### src/rtl/tick_scheduler.sv
// Multi-channel periodic tick generator. Each channel is configured through a
// two-state valid/ready port and emits one-cycle pulses every `period` cycles.
module tick_scheduler #(
  parameter int unsigned NUM_CH = 4,
  parameter int unsigned CNT_W  = 23,
  parameter int unsigned CH_W   = 4
) (
  input  logic              clock_in,
  input  logic              reset_n,
  input  logic              cfg_valid,
  output logic              cfg_ready,
  input  logic [CH_W-1:0]   cfg_ch,
  input  logic [CNT_W-1:0]  cfg_period,
  input  logic              cfg_enable,
  output logic              cfg_err,
  output logic [NUM_CH-1:0] tick,
  output logic [NUM_CH-1:0] active
);

  typedef enum logic [0:0] {StIdle, StApply} state_e;

  state_e state_q, state_d;

  logic [CH_W-1:0]  hold_ch_q;
  logic [CNT_W-1:0] hold_period_q;
  logic             hold_enable_q;
  logic             err_q;

  logic [CNT_W-1:0]  period_q [NUM_CH];
  logic [CNT_W-1:0]  period_d [NUM_CH];
  logic [CNT_W-1:0]  cnt_q    [NUM_CH];
  logic [CNT_W-1:0]  cnt_d    [NUM_CH];
  logic [NUM_CH-1:0] en_q, en_d;

  logic accept, apply_ok, apply_bad;
  logic hold_in_range, hold_valid;

  // Widen by one bit so NUM_CH = 2**CH_W still compares correctly.
  assign hold_in_range = ({1'b0, hold_ch_q} < (CH_W + 1)'(NUM_CH));
  assign hold_valid    = hold_in_range && (!hold_enable_q || (hold_period_q != '0));

  always_comb begin
    state_d   = state_q;
    cfg_ready = 1'b0;
    accept    = 1'b0;
    apply_ok  = 1'b0;
    apply_bad = 1'b0;
    unique case (state_q)
      StIdle: begin
        cfg_ready = 1'b1;
        accept    = cfg_valid;
        if (cfg_valid) state_d = StApply;
      end
      StApply: begin
        state_d   = StIdle;
        apply_ok  = hold_valid;
        apply_bad = !hold_valid;
      end
      default: state_d = StIdle;
    endcase
  end

  always_comb begin
    for (int unsigned i = 0; i < NUM_CH; i++) begin
      period_d[i] = period_q[i];
      en_d[i]     = en_q[i];
      if (!en_q[i] || (cnt_q[i] == period_q[i] - CNT_W'(1))) begin
        cnt_d[i] = '0;
      end else begin
        cnt_d[i] = cnt_q[i] + CNT_W'(1);
      end
      // A write restarts the phase so no stale tick follows the reconfiguration.
      if (apply_ok && (hold_ch_q == CH_W'(i))) begin
        period_d[i] = hold_period_q;
        en_d[i]     = hold_enable_q;
        cnt_d[i]    = '0;
      end
    end
  end

  always_comb begin
    for (int unsigned i = 0; i < NUM_CH; i++) begin
      tick[i] = en_q[i] && (cnt_q[i] == period_q[i] - CNT_W'(1));
    end
  end

  assign active  = en_q;
  assign cfg_err = err_q;

  always_ff @(posedge clock_in or negedge reset_n) begin
    if (!reset_n) begin
      state_q       <= StIdle;
      hold_ch_q     <= '0;
      hold_period_q <= '0;
      hold_enable_q <= 1'b0;
      err_q         <= 1'b0;
    end else begin
      state_q <= state_d;
      err_q   <= apply_bad;
      if (accept) begin
        hold_ch_q     <= cfg_ch;
        hold_period_q <= cfg_period;
        hold_enable_q <= cfg_enable;
      end
    end
  end

  always_ff @(posedge clock_in or negedge reset_n) begin
    if (!reset_n) begin
      en_q <= '0;
      for (int unsigned i = 0; i < NUM_CH; i++) begin
        period_q[i] <= '0;
        cnt_q[i]    <= '0;
      end
    end else begin
      en_q <= en_d;
      for (int unsigned i = 0; i < NUM_CH; i++) begin
        period_q[i] <= period_d[i];
        cnt_q[i]    <= cnt_d[i];
      end
    end
  end

endmodule

### config.mk
export PLATFORM = sky130hd
export DESIGN_NAME = tick_scheduler
export DESIGN_NICKNAME = d
export VERILOG_FILES = /design/src/rtl/tick_scheduler.sv
export SDC_FILE = /design/constraint.sdc
export NUM_CORES = 1
export LEC_CHECK = 0
export ABC_AREA = 1
export BUFFER_PORTS_ARGS = -buffer_cell sky130_fd_sc_hd__buf_2
export CAP_MARGIN = 20
export CORE_MARGIN = 4
export CORE_UTILIZATION = 60
export CTS_CLUSTER_DIAMETER = 200
export CTS_CLUSTER_SIZE = 20
export DETAILED_ROUTE_END_ITERATION = 10
export PLACE_DENSITY = 0.85
export SLEW_MARGIN = 20
export SYNTH_ARGS = -nofsm -noshare
export SYNTH_HDL_FRONTEND = slang
export SYNTH_SLANG_ARGS = --single-unit
### constraint.sdc
create_clock -name clock_in -period 5.2 [get_ports clock_in]
set_input_delay 0 -clock clock_in [delete_from_list [all_inputs] [get_ports clock_in]]
set_output_delay 0 -clock clock_in [all_outputs]
set_load 0.005 [all_outputs]
==> results of run 1 <==
-- kinds of logic after synthesis --
family | count (synthesis) | share of synthesized area [%]
flops | 218 | 39.15
compound gates | 135 | 5.405
simple gates | 1202 | 38.37
xor+xnor | 146 | 9.329
buf+inv | 240 | 7.031
fa+ha+maj | 8 | 0.7184
-- layout make-up --
cell class	instances	share of cell area, %
Timing Repair Buffer	72	3.493
Multi-Input combinational cell	1491	50.13
Tap cell	285	2.382
Inverter	198	4.964
Sequential cell	218	36.44
Clock buffer	16	2.599
-- worst register-to-register path, delay by kind of cell, from the launching register on --
kind            cells  cell delay (ns)
simple gates        6             1.25
buf+inv             2             1.13
flops               1             0.37
compound gates      1             0.12
-- metrics by stage --
stage | power, mW | worst slack [ns]
floorplan | 4.878 | 3.110
global route | 7.269 | 1.933
global placement | 5.478 | 2.400
detailed placement | 5.567 | 2.330
CTS | 6.698 | 2.295
finish | 6.704 | 2.236
-- registers in the layout, summed over array words and instances, names as in the netlist --
| signal | flops |
|---|---|
| hold_enable_q | 1 |
| active | 4 |
| hold_ch_q | 4 |
| cfg_err | 1 |
| cnt_q | 92 |
| hold_period_q | 23 |
| state_q | 1 |
| period_q | 92 |
-- report_power, final --
part,switching [mW],internal [mW]
registers,0.539,2.07
clock network,0.561,0.530
logic,1.95,1.06
-- layer usage --
| metal | share of wire (%) | track usage (%) | vias to the layer above | wire (um) |
|---|---|---|---|---|
| li1 | - | - | 6211 | - |
| met1 | 44 | 37.66 | 5862 | 15530 |
| met2 | 47 | 45.70 | 385 | 16500 |
| met3 | 6.2 | 3.413 | 82 | 2184 |
| met4 | 3.3 | 8.917 | 0 | 1151 |
| met5 | 0 | 0 | - | 0 |
-- worst paths after layout --
check                             startpoint            to  slack [ns]  cells past startpoint
setup / recovery               hold_enable_q   period_q[1]        2.24                      9
hold / removal                       reset_n     cnt_q[63]        0.16                      2
setup reg to reg               hold_enable_q   period_q[1]        2.24                      9
hold reg to reg            hold_period_q[11]  period_q[80]        0.50                      2
max in group asynchronous            reset_n       state_q        3.75                      3
min in group clock_in              cfg_ch[2]  hold_ch_q[2]        0.26                      4
-- synthesized netlist by cell type (21+ instances only) --
library cell / count
inv_1: 188
nor2_2: 33
nor2_1: 283
o21ai_0: 87
nand3b_1: 32
xnor2_1: 60
a21oi_1: 29
xor2_1: 84
nor3_1: 28
nand2_1: 599
dfrtp_1: 218
nand4_1: 41
nand3_1: 125
clkbuf_1: 21
-- layout by cell type (no fill, tap or decap), types with 32 or more instances in the layout --
cell	netlist	layout
buf_2	11	39
dfrtp_1	218	218
inv_1	188	188
nand2_1	599	599
nand3_1	125	124
nand3b_1	32	32
nand4_1	41	41
nor2_1	283	283
nor2_2	33	33
o21ai_0	87	87
xnor2_1	60	60
xor2_1	84	84
==> results.cfg, run 1 <==
[logic_synthesis]
syn_nets = 1988
synth_edf_count = 0
avgSynthCellArea_um2 = 7.150
synth_seq_cells = 218
async_reset_ff_share_pct = 100.0
synth.area.top_cells = dfrtp_1, nand2_1, nor2_1, xor2_1, inv_1
synth_top_area_share_pct = 39.15
seq_area_frac_synth_pct = 39.15
yosysTopAreaCell = dfrtp_1
netlist_area_mm2 = 0.01393
ys_types = 48
synth_warnings = 0
dominantRegCellSynth = dfrtp_1
netlist_instances = 1949

[place]
place.gp.congestion = 0.9610
place_hpwl_mm = 26.12
placed_cell_area_mm2 = 0.01429
placed_cells = 2235
portBuffers = 40

[worst_setup_path]
cp_num_buf_inv = 2
arrival_ns = 3.35
endpoint_kind = flop
cp_max_fo = 29
slowest_delay_ns = 0.81
cp_slowest_cell = inv_1
crit_chain = inv_1 -> nor4_1 -> nand4_1 -> nand2_1 -> nor2_1 -> nand3_1 -> inv_1 -> nand2_1 -> o21ai_0
crit_required_ns = 5.59
worstSetupStartpointType = flop
crit_family = simple AND/OR/NAND/NOR gates
crit_type = reg2reg

[clock_network]
ctsResizeCount = 0
postCtsHoldBufs = 29
htree_levels = 1
cts_tree = built
cts.clk_slew.worst_paths_ns = 0.08
ctsRootBufferMaster = clkbuf_16
worstSkewPairLatency_ns = 0.49
cts.sinks = 218
post_cts_buffers = 0
cts_buffer_depth = 3
cts_buffers = 14

[run]
maxCapViolations = 0

[timing]
finalSetupTns_ns = 0
min_period_ns = 2.964
finalSetupViolations = 0
fmax_ghz = 0.3374
slew_headroom_pct = 38.82
finalCritPeriodShare_pct = 56.99
hold_viol = 0
fin_hold_ws_ns = 0.1634
worst-slew-pin-transition_ns = 0.9177
finalClockSkew_ns = 0.01066
rsz0062_at_grt = no
maxSlewViolCount = 0

[grt]
grt_pass1_wl_mm = 59.07
antenna_found_initial = 0
grt-ovfl-total = 0
grt_usage_pct = 27.47
grt_pass1_vias = 11990
grt_start_max_net_pins = 123

[pwr]
leakage_nw = 7.212
p_per_area_mw_per_mm2 = 447.8
irDropWorstVdd_uv = 308.1

[floorplanning]
die-width_um = 160.4
start_util_pct = 61.36
dieHeight_um = 160.4
rows = 55
die-area_mm2 = 0.02573
core_area_mm2 = 0.02271
io_pins = 41

[layout]
final_layout_size_suffix_gt1_share_pct = 8.170
seqCellArea_mm2 = 0.005455
multi_input_area_mm2 = 0.007505
fin_area_mm2 = 0.01497
nFillCells = 1935
area_growth_pct = 7.444
postLayoutCoreUtil_pct = 65.93
final_cells = 2280
n_antenna_cell = 0
nets = 2034

[detailed_routing]
vias = 12540
via_per_inst = 5.500
drt_iter0_markers = 1049
drcViolationCount = 0
routed_wl_mm = 35.37
postRouteAntennaNets = 0
wl_per_cell_um = 15.51
first_pass_iters = 5

[status]
status = finished clean

[worst_hold_path]
hold_path.class = in2async
(Power assumes the default switching activity.)
==> run 2, diff against run 1 <==
==> constraint.sdc (replaced) <==
create_clock -name clock_in -period 3.1 [get_ports clock_in]
set_input_delay 0 -clock clock_in [delete_from_list [all_inputs] [get_ports clock_in]]
set_output_delay 0 -clock clock_in [all_outputs]
set_load 0.005 [all_outputs]
==> results.cfg, run 2 (synthesis results as in run 1) <==
[status]
status = finished clean

[layout]
final_common_cell = nand2_1
postLayoutCoreUtil_pct = 67.00
n_antenna_cell = 0
area_growth_pct = 9.186
nets = 2061
fin_area_mm2 = 0.01521
layout_common_cells = nand2_1, nor2_1, dfrtp_1
final_cells = 2307
final_layout_size_suffix_gt1_share_pct = 9.100
reg_top3 = cnt_q (92), period_q (92), hold_period_q (23)

[timing]
worst-slew-pin-transition_ns = 0.8577
finalSetupTns_ns = 0
min_period_ns = 2.754
finalSetupViolations = 0
maxSlewViolCount = 0
finalClockSkew_ns = 0.01087
fin_hold_ws_ns = 0.04742
rsz0062_at_grt = no
fmax_ghz = 0.3631
fin_ws_ns = 0.3456
finalCritPeriodShare_pct = 88.85
slew_headroom_pct = 42.82
hold_viol = 0

[grt]
grt_usage_pct = 27.98
grt_pass1_wl_mm = 60.23
antenna_found_initial = 0
grt_pass1_vias = 12380
grt_start_max_net_pins = 108
grt-ovfl-total = 0

[worst_hold_path]
hold_path.class = in2reg

[worst_setup_path]
cp_max_fo = 9
arrival_ns = 2.75
rrSetupSlack_ns = 0.50
endpoint_kind = output pin
worstSetupStartpointType = flop
crit_required_ns = 3.10
crit_type = reg2out

[floorplanning]
dieHeight_um = 160.4
start_util_pct = 61.36
rows = 55
core_area_mm2 = 0.02271
io_pins = 41
die-area_mm2 = 0.02573
die-width_um = 160.4

[detailed_routing]
postRouteAntennaNets = 0
drcViolationCount = 0
first_pass_iters = 5
routed_wl_mm = 35.64
drt_iter0_markers = 1030
vias = 12720
via_per_inst = 5.512
wl_per_cell_um = 15.45

[pwr]
finalPower_mw = 11.33
irDropWorstVdd_uv = 452.5
p_per_area_mw_per_mm2 = 744.8
leakage_nw = 7.355

[clock_network]
cts.sinks = 218
ctsRootBufferMaster = clkbuf_16
htree_levels = 1
ctsResizeCount = 0
cts.clk_slew.worst_paths_ns = 0.09
worstSkewPairLatency_ns = 0.49
cts_tree = built
cts_buffers = 14
cts_buffer_depth = 3

[place]
placed_cell_area_mm2 = 0.01448
place_hpwl_mm = 26.10
dp_slack_ns = 0.5216
portBuffers = 40
place.gp.congestion = 0.9414
placed_cells = 2256

[run]
maxCapViolations = 0
## run 2: report_power, final
part	internal (mW)	switching [mW]
Sequential	3.47	0.828
Combinational	1.83	3.36
Clock	0.889	0.957
## run 2: final timing paths
check	depth (start not counted)	endpoint	from
worst max register to register	13	cnt_q[37]	period_q[23]
worst max-delay path	12	tick[1]	period_q[46]
worst min-delay path	5	hold_period_q[6]	cfg_valid
worst min register to register	2	period_q[78]	hold_period_q[9]
min in group asynchronous	2	cnt_q[59]	reset_n
max in group asynchronous	3	period_q[30]	reset_n
## run 2: layer usage
layer	global-route usage [%]	share of wire [%]
met1	38.29	43
met2	46.37	47
met3	3.746	6.2
met4	9.190	3.3
met5	0	0
## run 2: layout make-up
type                            instances  area, um^2
Clock buffer                           16       389.1
Fill cell                            1901        7495
Inverter                              198       743.2
Multi-Input combinational cell       1491        7505
Sequential cell                       218        5455
Tap cell                              285       356.6
Timing Repair Buffer                   99       765.7
## run 2: what timing repair did
| action | 4_1_cts | 5_1_grt |
|---|---|---|
| setup buffers | 0 | 0 |
| endpoints found under the hold margin | 131 | 0 |
| hold buffers | 35 | 0 |
## run 2: critical path, stage by stage (launching register included)
cell and delay [ns]:
dfrtp_1 0.38, inv_1 0.17, ha_1 0.32, nand2_2 0.16, nor2_8 0.21, nand3_1 0.14
nor2_1 0.11, nand2_1 0.05, nand2_1 0.10, and3_1 0.16, nand3_1 0.09, nor3_1 0.19
buf_2 0.16
==> run 3, diff against run 2 <==
--- a/config.mk
+++ b/config.mk
@@ -10,6 +10,7 @@
 export CAP_MARGIN = 20
 export CORE_MARGIN = 4
 export CORE_UTILIZATION = 60
+export CTS_BUF_LIST = sky130_fd_sc_hd__clkbuf_4
 export CTS_CLUSTER_DIAMETER = 200
 export CTS_CLUSTER_SIZE = 20
 export DETAILED_ROUTE_END_ITERATION = 10
==> results.cfg, run 3 (synthesis results as in run 1) <==
[clock_network]
worstSkewPairLatency_ns = 0.66
cts.sinks = 218
cts_buffers = 14
cts_buffer_depth = 3
cts.clk_slew.worst_paths_ns = 0.20
htree_levels = 1
ctsRootBufferMaster = clkbuf_4
cts_tree = built

[timing]
maxSlewViolCount = 0
finalSetupViolations = 0
worst-slew-pin-transition_ns = 0.7602
slew_headroom_pct = 49.26
finalClockSkew_ns = 0.04328
fin_ws_ns = 0.2408
hold_viol = 0
min_period_ns = 2.859
fmax_ghz = 0.3498
finalCritPeriodShare_pct = 92.23

[worst_setup_path]
cp_max_fo = 5
endpoint_kind = output pin
arrival_ns = 2.86
rrSetupSlack_ns = 0.48
crit_required_ns = 3.10
crit_type = reg2out
worstSetupStartpointType = flop
reg2reg_to = cnt_q[37]
r2r_cells = 13
r2r-start = period_q[23]

[detailed_routing]
postRouteAntennaNets = 0
drt_iter0_markers = 932
vias = 12780
wl_per_cell_um = 15.29
first_pass_iters = 5
via_per_inst = 5.495
routed_wl_mm = 35.55
drcViolationCount = 0

[floorplanning]
start_util_pct = 61.36
dieHeight_um = 160.4
core_area_mm2 = 0.02271
die-area_mm2 = 0.02573
die-width_um = 160.4
io_pins = 41
rows = 55

[worst_hold_path]
hold_end = hold_enable_q
hp-start = cfg_enable
hold_path.class = in2reg
min_path_cells = 4

[grt]
grt_pass1_wl_mm = 60.10
grt_pass1_vias = 12340
antenna_found_initial = 1
grt_start_max_net_pins = 80
grt_usage_pct = 27.87
grt-ovfl-total = 0

[layout]
nFillCells = 1943
final_common_cell = nand2_1
fin_area_mm2 = 0.01515
reg_top3 = cnt_q (92), period_q (92), hold_period_q (23)
nets = 2078
layout_common_cells = nand2_1, nor2_1, dfrtp_1
area_growth_pct = 8.718
final_layout_size_suffix_gt1_share_pct = 9.220
postLayoutCoreUtil_pct = 66.71

[place]
dp_slack_ns = 0.5216
placed_cell_area_mm2 = 0.01448
place_hpwl_mm = 26.10
place.gp.congestion = 0.9414
portBuffers = 40

[run]
maxCapViolations = 0

[pwr]
irDropWorstVdd_uv = 449.5
leakage_nw = 7.324
p_per_area_mw_per_mm2 = 702.3

[status]
status = finished clean
run 3: how the worst max path moves through the flow:
stage | from | end | slack (ns) | cells past startpoint
final | period_q[46] | tick[1] | 0.24 | 12
after global routing | period_q[23] | tick[2] | -0.03 | 13
after CTS | period_q[46] | tick[1] | 0.13 | 12
after detailed placement | period_q[46] | cnt_q[56] | 0.52 | 12
after global placement | period_q[23] | cnt_q[40] | 0.64 | 13
after floorplan | period_q[46] | cnt_q[57] | 1.01 | 14
run 3: per-layer routing:
metal  share of wire, %  GRT usage (%)
met5                  0              0
met2                 47          46.37
met3                6.7          3.285
met4                3.3          9.034
met1                 43          38.33
run 3: layout make-up:
cell class | instances | area, um^2 | share of cell area [%]
Antenna cell | 1 | 2.502 | 0.01652
Clock buffer | 15 | 112.6 | 0.7433
Clock inverter | 1 | 3.754 | 0.02478
Inverter | 198 | 743.2 | 4.906
Multi-Input combinational cell | 1491 | 7532 | 49.72
Sequential cell | 218 | 5455 | 36.01
Tap cell | 285 | 356.6 | 2.354
Timing Repair Buffer | 116 | 943.4 | 6.227
run 3: what timing repair did:
item,4_1_cts,5_1_grt
hold endpoints to repair,202,0
gates resized for setup,0,7
hold buffers,51,0
buffers inserted,0,1
endpoints found under the setup margin,0,3
run 3: stage by stage:
stage	total power, mW	hold WS [ns]	TNS (ns)	instances
2_1_floorplan	8.182	-0.2956	0	1949
3_3_place_gp	9.190	0.09593	0	2256
3_5_place_dp	9.378	0.1007	0	2256
4_1_cts	10.52	0.08026	0	2323
5_1_grt	11.61	0.1018	-0.05252	2325
6_report	10.64	0.1119	0	2325
run 3: worst max-delay path, stage by stage, from the launching register on:
cell and delay [ns]:
dfrtp_1 0.42, inv_1 0.21, ha_4 0.25, nand2_1 0.06, inv_1 0.05, nor3_2 0.24, nand3_1 0.13, nor2_1 0.11
nand2_1 0.07, nor2_1 0.14, nand4_1 0.12, nor3_1 0.23, buf_2 0.16
run 3: where the power goes:
part / internal [mW] / switching [mW] / total (mW)
registers: 3.46 / 0.825 / 4.29
logic: 1.90 / 3.38 / 5.28
clock network: 0.227 / 0.852 / 1.08
total: 5.58 / 5.06 / 10.6
